==> src/rtl/bit_packer.sv <==
// Serial-to-parallel bit packer: MSB-first capture of WIDTH-bit words into a
// DEPTH-entry output FIFO with sticky overrun flag and saturating drop counter.
module bit_packer #(
   parameter int WIDTH = 8,
   parameter int DEPTH = 4
) (
   input  logic                     ck,
   input  logic                     rst,
   input  logic                     en,
   input  logic                     din,
   output logic [WIDTH-1:0]         out_data,
   output logic                     out_valid,
   input  logic                     out_ready,
   output logic [$clog2(DEPTH):0]   level,
   output logic                     overrun,
   output logic [7:0]               drop_cnt
);

   localparam int AW = $clog2(DEPTH);
   localparam int CW = $clog2(WIDTH);
   localparam logic [CW-1:0] LAST = CW'(WIDTH - 1);
   localparam logic [AW:0]   FULL = (AW + 1)'(DEPTH);

   // Only the low WIDTH-1 bits of the shift register ever reach a completed word.
   logic [WIDTH-2:0] shreg;
   logic [CW-1:0]    bit_cnt;
   logic [WIDTH-1:0] mem [DEPTH];
   logic [AW-1:0]    rd_ptr;
   logic [AW-1:0]    wr_ptr;
   logic [WIDTH-1:0] word;
   logic             push;
   logic             pop;
   logic             full;
   logic             accept;

   always_comb begin
      word   = {shreg, din};
      push   = en & (bit_cnt == LAST);
      pop    = out_valid & out_ready;
      full   = (level == FULL);
      accept = push & (~full | pop);
   end

   assign out_valid = (level != '0);
   assign out_data  = out_valid ? mem[rd_ptr] : '0;

   always_ff @(posedge ck) begin
      if (accept && !rst) begin
         mem[wr_ptr] <= word;
      end
   end

   always_ff @(posedge ck) begin
      if (rst) begin
         shreg    <= '0;
         bit_cnt  <= '0;
         rd_ptr   <= '0;
         wr_ptr   <= '0;
         level    <= '0;
         overrun  <= 1'b0;
         drop_cnt <= '0;
      end else begin
         if (en) begin
            shreg   <= word[WIDTH-2:0];
            bit_cnt <= push ? '0 : bit_cnt + CW'(1);
         end
         if (accept) begin
            wr_ptr <= wr_ptr + AW'(1);
         end
         if (pop) begin
            rd_ptr <= rd_ptr + AW'(1);
         end
         case ({accept, pop})
            2'b10:   level <= level + (AW + 1)'(1);
            2'b01:   level <= level - (AW + 1)'(1);
            default: level <= level;
         endcase
         if (push && full && !pop) begin
            overrun <= 1'b1;
            if (drop_cnt != 8'hFF) begin
               drop_cnt <= drop_cnt + 8'd1;
            end
         end
      end
   end

endmodule

==> config.mk <==
export PLATFORM = sky130hd
export DESIGN_NAME = bit_packer
export DESIGN_NICKNAME = d
export VERILOG_FILES = /design/src/rtl/bit_packer.sv
export SDC_FILE = /design/constraint.sdc
export NUM_CORES = 1
export LEC_CHECK = 0
export CORE_MARGIN = 2
export CORE_UTILIZATION = 55
export DETAILED_ROUTE_END_ITERATION = 8
export GPL_ROUTABILITY_DRIVEN = 0
export GPL_TIMING_DRIVEN = 0
export PLACE_DENSITY_LB_ADDON = 0.3
export REMOVE_ABC_BUFFERS = 1
export SLEW_MARGIN = 25
export SYNTH_ARGS = -nofsm -noshare
export SYNTH_HDL_FRONTEND = slang
export SYNTH_SLANG_ARGS = --single-unit
export TNS_END_PERCENT = 30
==> constraint.sdc <==
create_clock -name ck -period 2.4 [get_ports ck]
set_input_delay 0.48 -clock ck [delete_from_list [all_inputs] [get_ports ck]]
set_output_delay 0.48 -clock ck [all_outputs]
set_load 0.02 [all_outputs]
==> results of run 1 <==
-- flip-flops by register name, indices dropped and copies added, names as in the netlist, named ones only --
signal / cells
level: 3
bit_cnt: 3
shreg: 7
overrun: 1
drop_cnt: 8
rd_ptr: 2
mem: 32
wr_ptr: 2
-- cell usage in the layout, fill, tap and decap left out, types with 3 or more instances in the layout --
cell	count
clkbuf_8	11
and2_1	12
dlygate4sd2_1	6
ha_1	7
xnor2_1	3
clkdlybuf4s50_1	16
nand2b_1	3
inv_1	5
xor2_1	3
mux2i_1	10
nor2_1	27
dfxtp_1	26
clkbuf_1	3
mux4_2	8
a31oi_1	5
nand3_1	7
o21ai_0	3
nor3_1	3
a21oi_1	8
nand2_1	7
edfxtp_1	32
-- area by class of cell --
| cell class | count | area share, % |
|---|---|---|
| Multi-Input combinational cell | 132 | 33.02 |
| Clock buffer | 14 | 5.267 |
| Tap cell | 54 | 2.188 |
| Timing Repair Buffer | 27 | 8.387 |
| Inverter | 5 | 0.6078 |
| Clock inverter | 2 | 1.094 |
| Sequential cell | 60 | 49.43 |
-- where the power goes --
group / leakage (uW) / total [uW] / internal, uW / switching [uW]
clock: 0.0000983 / 893 / 534 / 359
combinational: 0.000505 / 38.7 / 15.1 / 23.6
sequential: 0.000527 / 1080 / 1080 / 5.07
total: 0.00113 / 2010 / 1630 / 388
-- cell usage after synthesis (all sizes together), types with 3 or more instances --
cell type  instances  share of area [%]
edfxtp            32                 37
dfxtp             28                 22
nor2              27                3.9
and2              13                3.2
mux2i             10                3.8
a21oi              8                1.5
mux4               8                6.9
nand2              8                1.2
buf                7                1.7
ha                 7                3.4
nand3              7                1.3
a31oi              5                1.2
inv                5               0.72
clkbuf             4               0.58
nand2b             3               0.72
nor3               3               0.58
o21ai              3               0.58
xnor2              3                1.0
xor2               3                1.0
-- stage by stage --
| step | instances | utilization, % | area (sq um) |
|---|---|---|---|
| after global placement | 276 | 61.86 | 2864 |
| after detailed placement | 276 | 61.86 | 2864 |
| final | 294 | 66.70 | 3088 |
| after floorplan | 197 | - | 2546 |
| after global routing | 294 | 66.70 | 3088 |
| after CTS | 294 | 66.46 | 3077 |
-- per-layer routing --
metal	vias up	GRT usage (%)	share of wire, %
met4	0	9.671	1.2
met5	-	0	0
li1	819	-	-
met3	7	5.387	3.4
met1	800	24.86	46
met2	29	30.40	50
-- worst reg2reg max path: stages (launching register included) --
cell     delay (ps)
dfxtp_1         320
ha_1            200
ha_1            250
nand2_4         160
nand3_1         150
fa_2            420
or4_1           480
a31oi_1         170
-- worst paths after layout --
path | to | slack, ps
worst max-delay path | out_data[7] | 30
worst min-delay path | overrun$_SDFFE_PP0P_ | 480
worst max register to register | level[2]$_SDFFE_PP0P_ | 170
worst min register to register | overrun$_SDFFE_PP0P_ | 480
-- repair_timing --
| action | CTS | global route |
|---|---|---|
| hold buffers | 0 | 0 |
| setup buffers | 2 | 0 |
| gates resized for setup | 13 | 5 |
| endpoints found under the setup margin | 43 | 38 |
-- cell families (layout without fill, tap and decap cells) --
kind of cell | Yosys count | in the layout | synth area share [%]
and+or+nand+nor | 76 | 76 | 15.94
muxes | 18 | 18 | 10.75
buffers and inverters | 16 | 48 | 3.024
xor gates and xnor gates | 6 | 6 | 2.017
adders and majority gates | 8 | 8 | 4.129
AOI/OAI and AO/OA | 24 | 24 | 5.761
DFF | 60 | 60 | 58.38
==> impl_metrics.yaml, run 1 <==
setup_path:
  worst_setup_path_end_kind: "output pin"
  cp.required_ps: 1920
  crit_arrival_ps: 1890
  crit_fanout: 13
  crit_buf_inv: 1
  path_depth: 3
  r2r_start: "bit_cnt[0]$_SDFFE_PP0P_"
  critPathSlowestCell: "clkdlybuf4s50_1"
  worstSetupStartpointType: "flop"
  critPathKind: "flop to output pin"
  ff2ff_path_depth: 7
  cpLargestDelayFamily: "simple AND/OR/NAND/NOR gates"
  crit_path_start: "level[2]$_SDFFE_PP0P_"
  path_cells: "or3_4 -> and2_1 -> clkdlybuf4s50_1"
  crit_path_max_incr_delay_ps: 530
floorplanning:
  die-area_sq_um: 5305
  die_w_um: 72.84
  start_util_pct: 56.30
  fp-row-count: 25
  top_level_ports: 26
  coreArea_sq_um: 4629
  die_y_um: 72.84
place:
  dp_hpwl_um: 2911
  dp_slack_ps: -765.2
  io_buffer_count: 25
power_and_ir_drop:
  p_leak_uw: 0.001131
  p_per_area_nw_per_um2: 652.5
  ir_drop_mv: 0.3670
  total_power_uw: 2015
synth:
  ys.flop_type: "edfxtp_1"
  synth_edf_count: 32
  synth_area_per_cell_sq_um: 12.53
  synth_area_sq_um: 2606
  ys_seq_area_share_pct: 58.38
  synth_cells: 208
  synth_seq_cells: 60
  async_flop_share_pct: 0
  synth_cell_types: 42
  synth_warnings: 0
hold_path:
  hold_class: "flop to flop"
  min-delay-start: "overrun$_SDFFE_PP0P_"
  whs_path_depth: 2
outcome:
  status: "complete, no violations"
route:
  drt_wl_total_um: 4567
  dr.pass1.iters: 4
  routedWlPerCell_um: 15.53
  drtIter0Drc: 122
  drc: 0
  vias: 1655
  ant_nets: 0
  vias_per_cell: 5.629
sta:
  slew-limit-headroom_pct: 49.73
  rsz0062_at_grt: "true"
  fin_skew_ps: 5.727
  worst_pin_slew_ps: 754.0
  setup_violations: 0
  hold-worst-slack_ps: 478.9
  finalCritPeriodShare_pct: 98.95
  fin_crit_ps: 2375
  layout_setup_ws_ps: 25.20
  hold_viol: 0
  slew_violations: 0
  finalSetupTns_ps: 0
  fmax_ghz: 0.4211
clocking:
  htreeDepth: 3
  numCtsBuffers: 9
  clkSinkCount: 60
  clk_path_buf_depth: 2
  clock_latency_ps: 330
  cts_root_buf: "clkbuf_8"
  cts_tree: "yes"
  cts.clk_slew.worst_paths_ps: 60
final_layout:
  syn_to_final_growth_pct: 18.48
  layout.area.seq_sq_um: 1526
  fill_cells: 348
  fin_nets: 248
  multi_input_area_sq_um: 1020
  drive_gt1_share_pct: 13.33
  num_antenna_cells: 0
grt:
  overflow: 0
  grt_max_degree: 30
  grt_pass1_wl_um: 7562
  grt_antenna_before_repair: 0
  grt_pass1_vias: 1572
  grt_usage_pct: 19.40
run:
  drv_cap: 0
(Power assumes the default switching activity.)
==> run 2, diff against run 1 <==
--- a/config.mk
+++ b/config.mk
@@ -6,7 +6,7 @@
 export NUM_CORES = 1
 export LEC_CHECK = 0
 export CORE_MARGIN = 2
-export CORE_UTILIZATION = 55
+export CORE_UTILIZATION = 28
 export DETAILED_ROUTE_END_ITERATION = 8
 export GPL_ROUTABILITY_DRIVEN = 0
 export GPL_TIMING_DRIVEN = 0
==> run 2 against run 1 <==
- die area grew 90%
- via count grew 0.97%
- sequential cell count is the same
- first-iteration DRC count shrank 49%
- critical path type unchanged
- largest cell class unchanged
- utilization shrank 32 points
- hold slack is essentially flat
- clock skew grew 6.4 ps
- combinational power is essentially flat
- critical endpoint is now out_data[3]
==> impl_metrics.yaml, run 2 (synthesis results as in run 1) <==
outcome:
  status: "complete, no violations"
route:
  vias_per_cell: 4.694
  routedWlPerCell_um: 13.44
  drt_wl_total_um: 4783
  dr.pass1.iters: 4
  drc: 0
  ant_nets: 0
  vias: 1671
  drtIter0Drc: 62
setup_path:
  critPathKind: "flop to output pin"
  crit_arrival_ps: 1810
  path_cells: "buf_4 -> mux4_2 -> and2_1 -> dlygate4sd2_1"
  critPathSlowestCell: "mux4_2"
  cp.required_ps: 1920
  worst_setup_path_end_kind: "output pin"
  crit_buf_inv: 2
  crit_fanout: 7
  worstSetupStartpointType: "flop"
  cpLargestDelayFamily: "multiplexers"
  crit_path_max_incr_delay_ps: 480
grt:
  grt_pass1_wl_um: 8017
  overflow: 0
  gr-max-usage-layer: "met2"
  grt_usage_pct: 10.52
  grt_antenna_before_repair: 0
  use_met3_pct: 4.092
  use_met1_pct: 13.70
  grt_max_degree: 30
  grt_pass1_vias: 1584
  grt_use_met2_pct: 15.80
power_and_ir_drop:
  ir_drop_mv: 0.2314
  intPower_uw: 1577
  p_sw_uw: 447.6
  seqPwrFrac_pct: 53.4
  combinationalPowerShare_pct: 1.9
  p_per_area_nw_per_um2: 635.6
  swShare_pct: 22.10
  p_clk_share_pct: 44.7
  p_leak_uw: 0.001156
place:
  dpl.cell_count: 333
  io_buffer_count: 25
  dp_hpwl_um: 2997
final_layout:
  largest_register_ffs: 32
  reg_top3: "mem (32), drop_cnt (8), shreg (7)"
  regMostFlops: "mem"
  final_common_cell: "edfxtp_1"
  syn_to_final_growth_pct: 22.23
  fin_cells: 356
  drive_gt1_share_pct: 17.14
  num_antenna_cells: 0
  layout_common_cells: "32 x edfxtp_1, 27 x nor2_1, 26 x dfxtp_1, 15 x clkdlybuf4s50_1, 12 x and2_1"
  fin_nets: 253
floorplanning:
  die-area_sq_um: 10100
  die_w_um: 100.5
  coreArea_sq_um: 9153
  top_level_ports: 26
  fp-row-count: 35
  die_y_um: 100.5
  start_util_pct: 28.48
sta:
  finalCritPeriodShare_pct: 95.39
  fin_skew_ps: 12.17
  setup_violations: 0
  fin_crit_ps: 2289
  fmax_ghz: 0.4368
  slew_violations: 0
  slew-limit-headroom_pct: 61.72
  rsz0062_at_grt: "false"
  finalSetupTns_ps: 0
  worst_pin_slew_ps: 574.2
  hold_viol: 0
clocking:
  clkSinkCount: 60
  numCtsBuffers: 9
  cts_hold_buffers: 0
  cts_root_buf: "clkbuf_8"
  htreeDepth: 3
  clock_latency_ps: 340
  cts.clk_slew.worst_paths_ps: 80
  cts_tree: "yes"
  clk_path_buf_depth: 2
hold_path:
  hold_class: "flop to flop"
run:
  drv_cap: 0
-- run 2: through the flow --
stage	worst slack [ps]	cell area, sq um	hold slack (ps)	total power [uW]	utilization, %
floorplan	208.9	2546	442.7	1120	-
global placement	-769.4	2935	458.3	1145	32.07
detailed placement	-776.4	2930	469.8	1145	32.02
CTS	8.802	3152	482.0	2053	34.44
global route	2.053	3186	512.9	2116	34.81
finish	110.5	3186	479.1	2025	34.81
-- run 2: what timing repair did --
item	in CTS	in global routing
endpoints found under the setup margin	43	37
setup buffers	3	4
resized for setup	14	4
-- run 2: cell type report --
type / count / area, sq um
Fill cell: 902 / 5967
Sequential cell: 60 / 1526
Multi-Input combinational cell: 132 / 1020
Timing Repair Buffer: 32 / 282.8
Tap cell: 111 / 138.9
Clock buffer: 9 / 123.9
Clock inverter: 7 / 75.07
Inverter: 5 / 18.77
-- run 2: power by group through the flow --
stage	Sequential, uW	Combinational [uW]	Clock [uW]
final	1080	38.5	905
after global routing	1080	43.6	991
after CTS	1080	38.9	933
after detailed placement	1110	39.3	0
after global placement	1110	39.7	0
after floorplan	1100	15.1	0
-- run 2: worst register-to-register path, cell delays in order, from the launching register on --
cell and delay [ps]:
dfxtp_1 330, ha_1 200, ha_1 250, nand2_4 170, nand3_1 140, fa_2 410
or4_1 480, a31oi_1 160
-- run 2: path summary, 6_finish.rpt --
path / start / end / slack [ps] / cells after the start
worst max-delay path: flop / out_data[3] / 110 / 4
worst min-delay path: bit_cnt[2]$_SDFFE_PP0P_ / bit_cnt[2]$_SDFFE_PP0P_ / 480 / 2
worst max register to register: bit_cnt[0]$_SDFFE_PP0P_ / level[2]$_SDFFE_PP0P_ / 190 / 7
worst min register to register: bit_cnt[2]$_SDFFE_PP0P_ / bit_cnt[2]$_SDFFE_PP0P_ / 480 / 2
-- run 2: routing by layer --
metal,up-vias,part of all wire [%],wire length (um)
li1,837,-,-
met1,801,49,2325
met2,28,47,2228
met3,5,3.7,179
met5,-,0,0
met4,0,1.0,50
